`config.mk`:
```
export PLATFORM = sky130hd
export DESIGN_NAME = pir_capture_ctrl_flat
export DESIGN_NICKNAME = d
export VERILOG_FILES = /design/src/rtl/pir_capture_ctrl_if.sv /design/src/rtl/pir_capture_ctrl.sv /design/src/flat_wrapper.sv
export SDC_FILE = /design/constraint.sdc
export NUM_CORES = 1
export LEC_CHECK = 0
export CAP_MARGIN = 5
export CELL_PAD_IN_SITES_DETAIL_PLACEMENT = 2
export CELL_PAD_IN_SITES_GLOBAL_PLACEMENT = 2
export CORE_MARGIN = 2
export CORE_UTILIZATION = 37
export DETAILED_ROUTE_END_ITERATION = 10
export GPL_ROUTABILITY_DRIVEN = 0
export PLACE_DENSITY = 0.85
export SETUP_SLACK_MARGIN = 0.3
export SYNTH_ARGS = -nofsm -noshare
export SYNTH_HDL_FRONTEND = slang
export SYNTH_SLANG_ARGS = --single-unit
export TNS_END_PERCENT = 20
```
`constraint.sdc`:
```
create_clock -name M_AXIS_ACLK -period 6.3 [get_ports M_AXIS_ACLK]
set_clock_uncertainty 0.05 [all_clocks]
set_input_delay 1.575 -clock M_AXIS_ACLK [delete_from_list [all_inputs] [get_ports M_AXIS_ACLK]]
set_output_delay 1.575 -clock M_AXIS_ACLK [all_outputs]
set_load 0.02 [all_outputs]
```
`src/rtl/pir_capture_ctrl_if.sv`:
```
// AXI4-Stream beat channel from pir_capture_ctrl toward the Zynq DMA.
interface pir_capture_ctrl_if;
  logic        tvalid;
  logic [15:0] tdata;
  logic        tlast;
  logic        tready;

  modport master (output tvalid, output tdata, output tlast, input tready);
  modport slave  (input tvalid, input tdata, input tlast, output tready);
endinterface

```
`src/rtl/pir_capture_ctrl.sv`:
```
// PIR-triggered frame capture sequencer: aligns to frame_start, forwards whole frames as AXIS beats.
// Optional macro PIR_CAPTURE_DROP_CNT_EN builds the 16-bit saturating drop_count.
module pir_capture_ctrl #(
  parameter int unsigned FRAME_PIXELS     = 76800,
  parameter int unsigned FRAMES_PER_EVENT = 1,
  parameter int unsigned COOLDOWN_CYCLES  = 1000000,
  parameter int unsigned FIFO_DEPTH       = 4
) (
  input  logic                     M_AXIS_ACLK,
  input  logic                     M_AXIS_ARESET,
  input  logic                     enable,
  input  logic                     pir_motion,
  input  logic                     frame_start,
  input  logic [15:0]              pixel_data,
  input  logic                     pixel_valid,
  input  logic                     status_clr,
  pir_capture_ctrl_if.master       m_axis,
  output logic                     busy,
  output logic                     overflow,
  output logic                     short_frame,
  output logic [15:0]              drop_count
);

  localparam int unsigned PIX_W = $clog2(FRAME_PIXELS);
  localparam int unsigned FRM_W = $clog2(FRAMES_PER_EVENT + 1);
  localparam int unsigned CD_W  = (COOLDOWN_CYCLES > 1) ? $clog2(COOLDOWN_CYCLES) : 1;
  localparam int unsigned PTR_W = $clog2(FIFO_DEPTH);
  localparam int unsigned CNT_W = PTR_W + 1;

  localparam logic [PIX_W-1:0] LAST_PIX   = PIX_W'(FRAME_PIXELS - 1);
  localparam logic [FRM_W-1:0] NUM_FRAMES = FRM_W'(FRAMES_PER_EVENT);
  localparam logic [CD_W-1:0]  CD_LOAD    = CD_W'(COOLDOWN_CYCLES - 1);
  localparam logic [CNT_W-1:0] FIFO_FULL  = CNT_W'(FIFO_DEPTH);

  localparam logic [2:0] S_IDLE     = 3'd0;
  localparam logic [2:0] S_ARMED    = 3'd1;
  localparam logic [2:0] S_CAPTURE  = 3'd2;
  localparam logic [2:0] S_FLUSH    = 3'd3;
  localparam logic [2:0] S_COOLDOWN = 3'd4;

  logic [2:0]       state_q, state_d;
  logic [PIX_W-1:0] pix_cnt_q, pix_cnt_d;
  logic [FRM_W-1:0] frame_cnt_q, frame_cnt_d;
  logic [CD_W-1:0]  timer_q, timer_d;
  logic             overflow_q, overflow_d;
  logic             short_q, short_d;

  // Each entry is {pixel, last}.
  logic [16:0]      mem_q [FIFO_DEPTH];
  logic [16:0]      mem_d [FIFO_DEPTH];
  logic [PTR_W-1:0] wr_ptr_q, wr_ptr_d;
  logic [PTR_W-1:0] rd_ptr_q, rd_ptr_d;
  logic [CNT_W-1:0] fifo_cnt_q, fifo_cnt_d;

  logic             push, push_last, short_set;
  logic [PIX_W-1:0] idx;
  logic             fifo_empty, fifo_full, pop, push_ok, drop;

  assign fifo_empty = (fifo_cnt_q == '0);
  assign fifo_full  = (fifo_cnt_q == FIFO_FULL);
  assign pop        = !fifo_empty && m_axis.tready;

  always_comb begin
    state_d     = state_q;
    pix_cnt_d   = pix_cnt_q;
    frame_cnt_d = frame_cnt_q;
    timer_d     = timer_q;
    push        = 1'b0;
    push_last   = 1'b0;
    short_set   = 1'b0;
    idx         = pix_cnt_q;
    case (state_q)
      S_IDLE: begin
        if (enable && pir_motion) begin
          state_d     = S_ARMED;
          frame_cnt_d = '0;
        end
      end
      S_ARMED: begin
        if (!enable) begin
          state_d = S_IDLE;
        end else if (frame_start) begin
          state_d   = S_CAPTURE;
          pix_cnt_d = '0;
          if (pixel_valid) begin
            push      = 1'b1;
            pix_cnt_d = PIX_W'(1);
          end
        end
      end
      S_CAPTURE: begin
        // A mid-frame frame_start restarts the count; a same-cycle pixel becomes pixel 0.
        if (frame_start) begin
          short_set = 1'b1;
          idx       = '0;
        end
        pix_cnt_d = idx;
        if (pixel_valid) begin
          push = 1'b1;
          if (idx == LAST_PIX) begin
            push_last   = 1'b1;
            pix_cnt_d   = '0;
            frame_cnt_d = frame_cnt_q + 1'b1;
            if ((frame_cnt_d == NUM_FRAMES) || !enable) state_d = S_FLUSH;
            else                                       state_d = S_ARMED;
          end else begin
            pix_cnt_d = idx + 1'b1;
          end
        end
      end
      S_FLUSH: begin
        if (fifo_empty) begin
          state_d = S_COOLDOWN;
          timer_d = CD_LOAD;
        end
      end
      S_COOLDOWN: begin
        if (!enable || (timer_q == '0)) state_d = S_IDLE;
        else                            timer_d = timer_q - 1'b1;
      end
      default: state_d = S_IDLE;
    endcase
  end

  assign push_ok = push && (!fifo_full || pop);
  assign drop    = push && fifo_full && !pop;

  always_comb begin
    mem_d      = mem_q;
    wr_ptr_d   = wr_ptr_q;
    rd_ptr_d   = rd_ptr_q;
    fifo_cnt_d = fifo_cnt_q;
    if (push_ok) begin
      mem_d[wr_ptr_q] = {pixel_data, push_last};
      wr_ptr_d        = wr_ptr_q + 1'b1;
    end
    // A dropped last pixel still terminates the frame via the newest buffered beat.
    if (drop && push_last) mem_d[wr_ptr_q - 1'b1][0] = 1'b1;
    if (pop) rd_ptr_d = rd_ptr_q + 1'b1;
    case ({push_ok, pop})
      2'b10:   fifo_cnt_d = fifo_cnt_q + 1'b1;
      2'b01:   fifo_cnt_d = fifo_cnt_q - 1'b1;
      default: fifo_cnt_d = fifo_cnt_q;
    endcase
  end

  always_comb begin
    overflow_d = status_clr ? 1'b0 : overflow_q;
    short_d    = status_clr ? 1'b0 : short_q;
    if (drop)      overflow_d = 1'b1;
    if (short_set) short_d    = 1'b1;
  end

  always_ff @(posedge M_AXIS_ACLK) begin
    if (M_AXIS_ARESET) begin
      state_q     <= S_IDLE;
      pix_cnt_q   <= '0;
      frame_cnt_q <= '0;
      timer_q     <= '0;
      overflow_q  <= 1'b0;
      short_q     <= 1'b0;
      wr_ptr_q    <= '0;
      rd_ptr_q    <= '0;
      fifo_cnt_q  <= '0;
      for (int unsigned i = 0; i < FIFO_DEPTH; i++) mem_q[i] <= '0;
    end else begin
      state_q     <= state_d;
      pix_cnt_q   <= pix_cnt_d;
      frame_cnt_q <= frame_cnt_d;
      timer_q     <= timer_d;
      overflow_q  <= overflow_d;
      short_q     <= short_d;
      wr_ptr_q    <= wr_ptr_d;
      rd_ptr_q    <= rd_ptr_d;
      fifo_cnt_q  <= fifo_cnt_d;
      mem_q       <= mem_d;
    end
  end

`ifdef PIR_CAPTURE_DROP_CNT_EN
  logic [15:0] drop_cnt_q, drop_cnt_d;

  // Clear is applied first so a same-cycle drop still counts as 1.
  always_comb begin
    drop_cnt_d = status_clr ? '0 : drop_cnt_q;
    if (drop && (drop_cnt_d != '1)) drop_cnt_d = drop_cnt_d + 1'b1;
  end

  always_ff @(posedge M_AXIS_ACLK) begin
    if (M_AXIS_ARESET) drop_cnt_q <= '0;
    else               drop_cnt_q <= drop_cnt_d;
  end

  assign drop_count = drop_cnt_q;
`else
  assign drop_count = '0;
`endif

  assign m_axis.tvalid = !fifo_empty;
  assign m_axis.tdata  = fifo_empty ? '0 : mem_q[rd_ptr_q][16:1];
  assign m_axis.tlast  = fifo_empty ? 1'b0 : mem_q[rd_ptr_q][0];
  assign busy          = (state_q != S_IDLE);
  assign overflow      = overflow_q;
  assign short_frame   = short_q;

endmodule

```
`src/flat_wrapper.sv`:
```
// flat-port wrapper written by rule: the top's interface ports become plain ports
module pir_capture_ctrl_flat 
#(
  parameter int unsigned FRAME_PIXELS     = 76800,
  parameter int unsigned FRAMES_PER_EVENT = 1,
  parameter int unsigned COOLDOWN_CYCLES  = 1000000,
  parameter int unsigned FIFO_DEPTH       = 4
)
  (M_AXIS_ACLK, M_AXIS_ARESET, enable, pir_motion, frame_start, pixel_data, pixel_valid, status_clr, busy, overflow, short_frame, drop_count, m_axis_tvalid, m_axis_tdata, m_axis_tlast, m_axis_tready);
  pir_capture_ctrl_if m_axis_i ();
  input  logic M_AXIS_ACLK;
  input  logic M_AXIS_ARESET;
  input  logic enable;
  input  logic pir_motion;
  input  logic frame_start;
  input  logic [15:0] pixel_data;
  input  logic pixel_valid;
  input  logic status_clr;
  output logic busy;
  output logic overflow;
  output logic short_frame;
  output logic [15:0] drop_count;
  output wire logic [$bits(m_axis_i.tvalid)-1:0] m_axis_tvalid;
  output wire logic [$bits(m_axis_i.tdata)-1:0] m_axis_tdata;
  output wire logic [$bits(m_axis_i.tlast)-1:0] m_axis_tlast;
  input wire logic [$bits(m_axis_i.tready)-1:0] m_axis_tready;
  assign m_axis_tvalid = m_axis_i.tvalid;
  assign m_axis_tdata = m_axis_i.tdata;
  assign m_axis_tlast = m_axis_i.tlast;
  assign m_axis_i.tready = m_axis_tready;
  pir_capture_ctrl #(.FRAME_PIXELS(FRAME_PIXELS), .FRAMES_PER_EVENT(FRAMES_PER_EVENT), .COOLDOWN_CYCLES(COOLDOWN_CYCLES), .FIFO_DEPTH(FIFO_DEPTH)) u_core (.M_AXIS_ACLK(M_AXIS_ACLK), .M_AXIS_ARESET(M_AXIS_ARESET), .enable(enable), .pir_motion(pir_motion), .frame_start(frame_start), .pixel_data(pixel_data), .pixel_valid(pixel_valid), .status_clr(status_clr), .m_axis(m_axis_i), .busy(busy), .overflow(overflow), .short_frame(short_frame), .drop_count(drop_count));
endmodule
```
==> metrics <==
pwr/cell area 260.2 nW/µm²; WP data required between 4 and 5 ns; CP endpoint kind primary output; Sum Neg Setup Slack 0 ns; io pins between 60 and 70; ranking of synthesized cells by area dfxtp_1, nand2_1, a21oi_1; Yosys cell types between 60 and 70; flop2flop setup slack about 3.4 ns; Hold WC Path Type flop to flop; Final Setup Violations 0; worst slew pin tran 0.9015 ns; clk sinks 118; first-pass iteration count of the detailed router 4; largest area contributor in the netlist dfxtp_1; core outline area 15830 µm²; Antenna Cells 0; layout cells sized above 1 8.499%; post-CTS setup buffers 0; Die X-Extent between 100 and 150 µm; worst hold slack approximately 0.41 ns; Yosys warnings 0; CTS Buf Count 17; Main synth FF type dfxtp_1; Seq cells post-synth between 100 and 150; Routed WL per cell a little over 20 µm; initial core utilization between 30% and 40%; unrepaired setup endpoints after global routing no; Via Count 5404; Synth top cells by count nand2_1, dfxtp_1, a21oi_1, nor2_1; GR Overflow Total 0; Clock Tree Buf Depth 2; largest net degree at the start of global routing 64; total track usage between 20% and 30%; Antenna Nets Post-Route 0; initial antenna violation count 0; post-route non-filler standard cell count 969; Final #Nets slightly below 800; WS Path Type flop to primary output; H-tree depth 4; Syn-to-layout area delta 17.58%; Via density roughly 5.6; Tcrit/Tclk final between 70% and 80%; vias in the first global route 6101; CP Launch Type flop; die area roughly 17000 µm²; initial DRC count ~210; Design Power about 1800 µW; static leakage roughly 0.0024 µW; reg-to-reg startpoint u_core.state_q[0]; Die H approximately 130 µm; R2R cell count 10; clk_lat worst skew approximately 0.42 ns; EDFF count, synth 0; Max Cap Viol 0; TritonCTS clock tree built; min Tclk post-route between 4 and 5 ns; clk slew on worst S/H paths around 0.060 ns; most common cell in the netlist nand2_1; first-pass GRT wire length about 32000 µm; max frequency roughly 0.22 GHz; Site Rows 46; filler instances 1714; Post-DP HPWL ~13000 µm; placed cells roughly 940; total wire length around 20000 µm; worst endpoint data arrival time roughly 2.9 ns; Hold Fails Final Rpt 0; clk root buf clkbuf_16; Worst Hold Depth 2; residual DRC count 0; Synth Instances 716; maximum VDD drop between 0.15 and 0.2 mV; CTS-repair resized insts 0; outcome finished clean; Syn Area/Cell around 8.3 µm²; post-synthesis async set-or-reset flop share 0%; Worst Path Max Fanout 14; final slew viol count 0; fin util roughly 44%; post-synth top area share 39.56%; cts hold-fix bufs 0; sequential share of the synthesized area around two fifths; RR Endpoint u_core.fifo_cnt_q[1]; Max-Slew Margin vs Limit ~40%; cell area after synthesis ~6000 µm²; I/O Buffers 44
per-layer routing:
| layer | up-vias | track usage [%] | routed length (µm) |
|---|---|---|---|
| met1 | 2768 | 27.74 | 8394 |
| met2 | 72 | 46.85 | 10890 |
| li1 | 2545 | - | - |
| met4 | 0 | 7.009 | 214 |
| met3 | 19 | 4.112 | 502 |
| met5 | - | 0 | 0 |
cell families (layout without fill, tap and decap cells):
kind of cell	after synthesis	in the layout	share of synthesized area [%]
AND/OR/NAND/NOR	308	308	25.56
other	1	16	0.06279
multiplexers	22	22	7.459
flip-flops	118	118	39.56
adder cells (fa/ha/maj)	9	9	2.011
buffers and inverters	76	98	6.788
XOR/XNOR	14	14	2.053
AO/OA/AOI/OAI	168	168	16.51
metrics by stage:
step | setup slack, ns | area [µm²]
after floorplan | 2.624 | 6028
after global placement | 1.445 | 6429
after detailed placement | 1.102 | 6429
after CTS | 1.430 | 7014
after global routing | 1.537 | 7022
final | 1.798 | 7022
worst max-delay path by stage:
stage | startpoint | to | slack (ns) | depth (start not counted)
final | u_core.rd_ptr_q[0] | m_axis_tdata[6] | 1.80 | 4
after floorplan | frame_start | u_core.state_q[0] | 2.62 | 8
after CTS | frame_start | u_core.mem_q[17] | 1.43 | 6
after global placement | frame_start | u_core.mem_q[34] | 1.44 | 6
after detailed placement | frame_start | u_core.fifo_cnt_q[2] | 1.10 | 10
after global routing | frame_start | u_core.state_q[0] | 1.54 | 8
cell usage in the layout, fill, tap and decap left out, types with 5 or more instances in the layout:
cell             Yosys  routed
inv_1               18      18
xnor2_1              7       7
clkbuf_16            0      17
or3_1               11      11
nand3_1              9       9
dfxtp_1            118     118
and2_1              23      23
buf_4               18       5
nand2_1            160     160
nor2b_1              5       5
ha_1                 8       8
clkdlybuf4s50_1      0      43
a21oi_1            102     102
xor2_1               7       7
o21ai_0             24      24
nor3_1              10      10
nor2_1              31      31
nor4_1               9       9
o31ai_1              5       5
conb_1               1      16
a211oi_1             6       6
and3_1               5       5
nand4_1             11      11
mux4_2              18      18
or4_1                9       9
final cells by class:
type	instances	area (µm²)	area share, %
multi-input cells	537	3261	46.44
flip-flops and latches	118	2362	33.64
clock buffers	23	488.0	6.949
repair buffers	49	475.5	6.771
well taps	216	270.3	3.849
clock inverters	8	97.59	1.390
inverters	18	67.56	0.9622
critical path, stage by stage (launching register included):
cell and delay (ns):
dfxtp_1 0.89, buf_4 0.32, mux4_2 0.52, and2_1 0.18, clkdlybuf4s50_1 0.55
power breakdown:
part	switching [µW]	internal [µW]	total, µW
Sequential	8.15	751	759
Clock	349	619	968
Combinational	65.3	34.7	100
Total	423	1400	1830
Note: power is estimated with default switching activity, not from simulation.
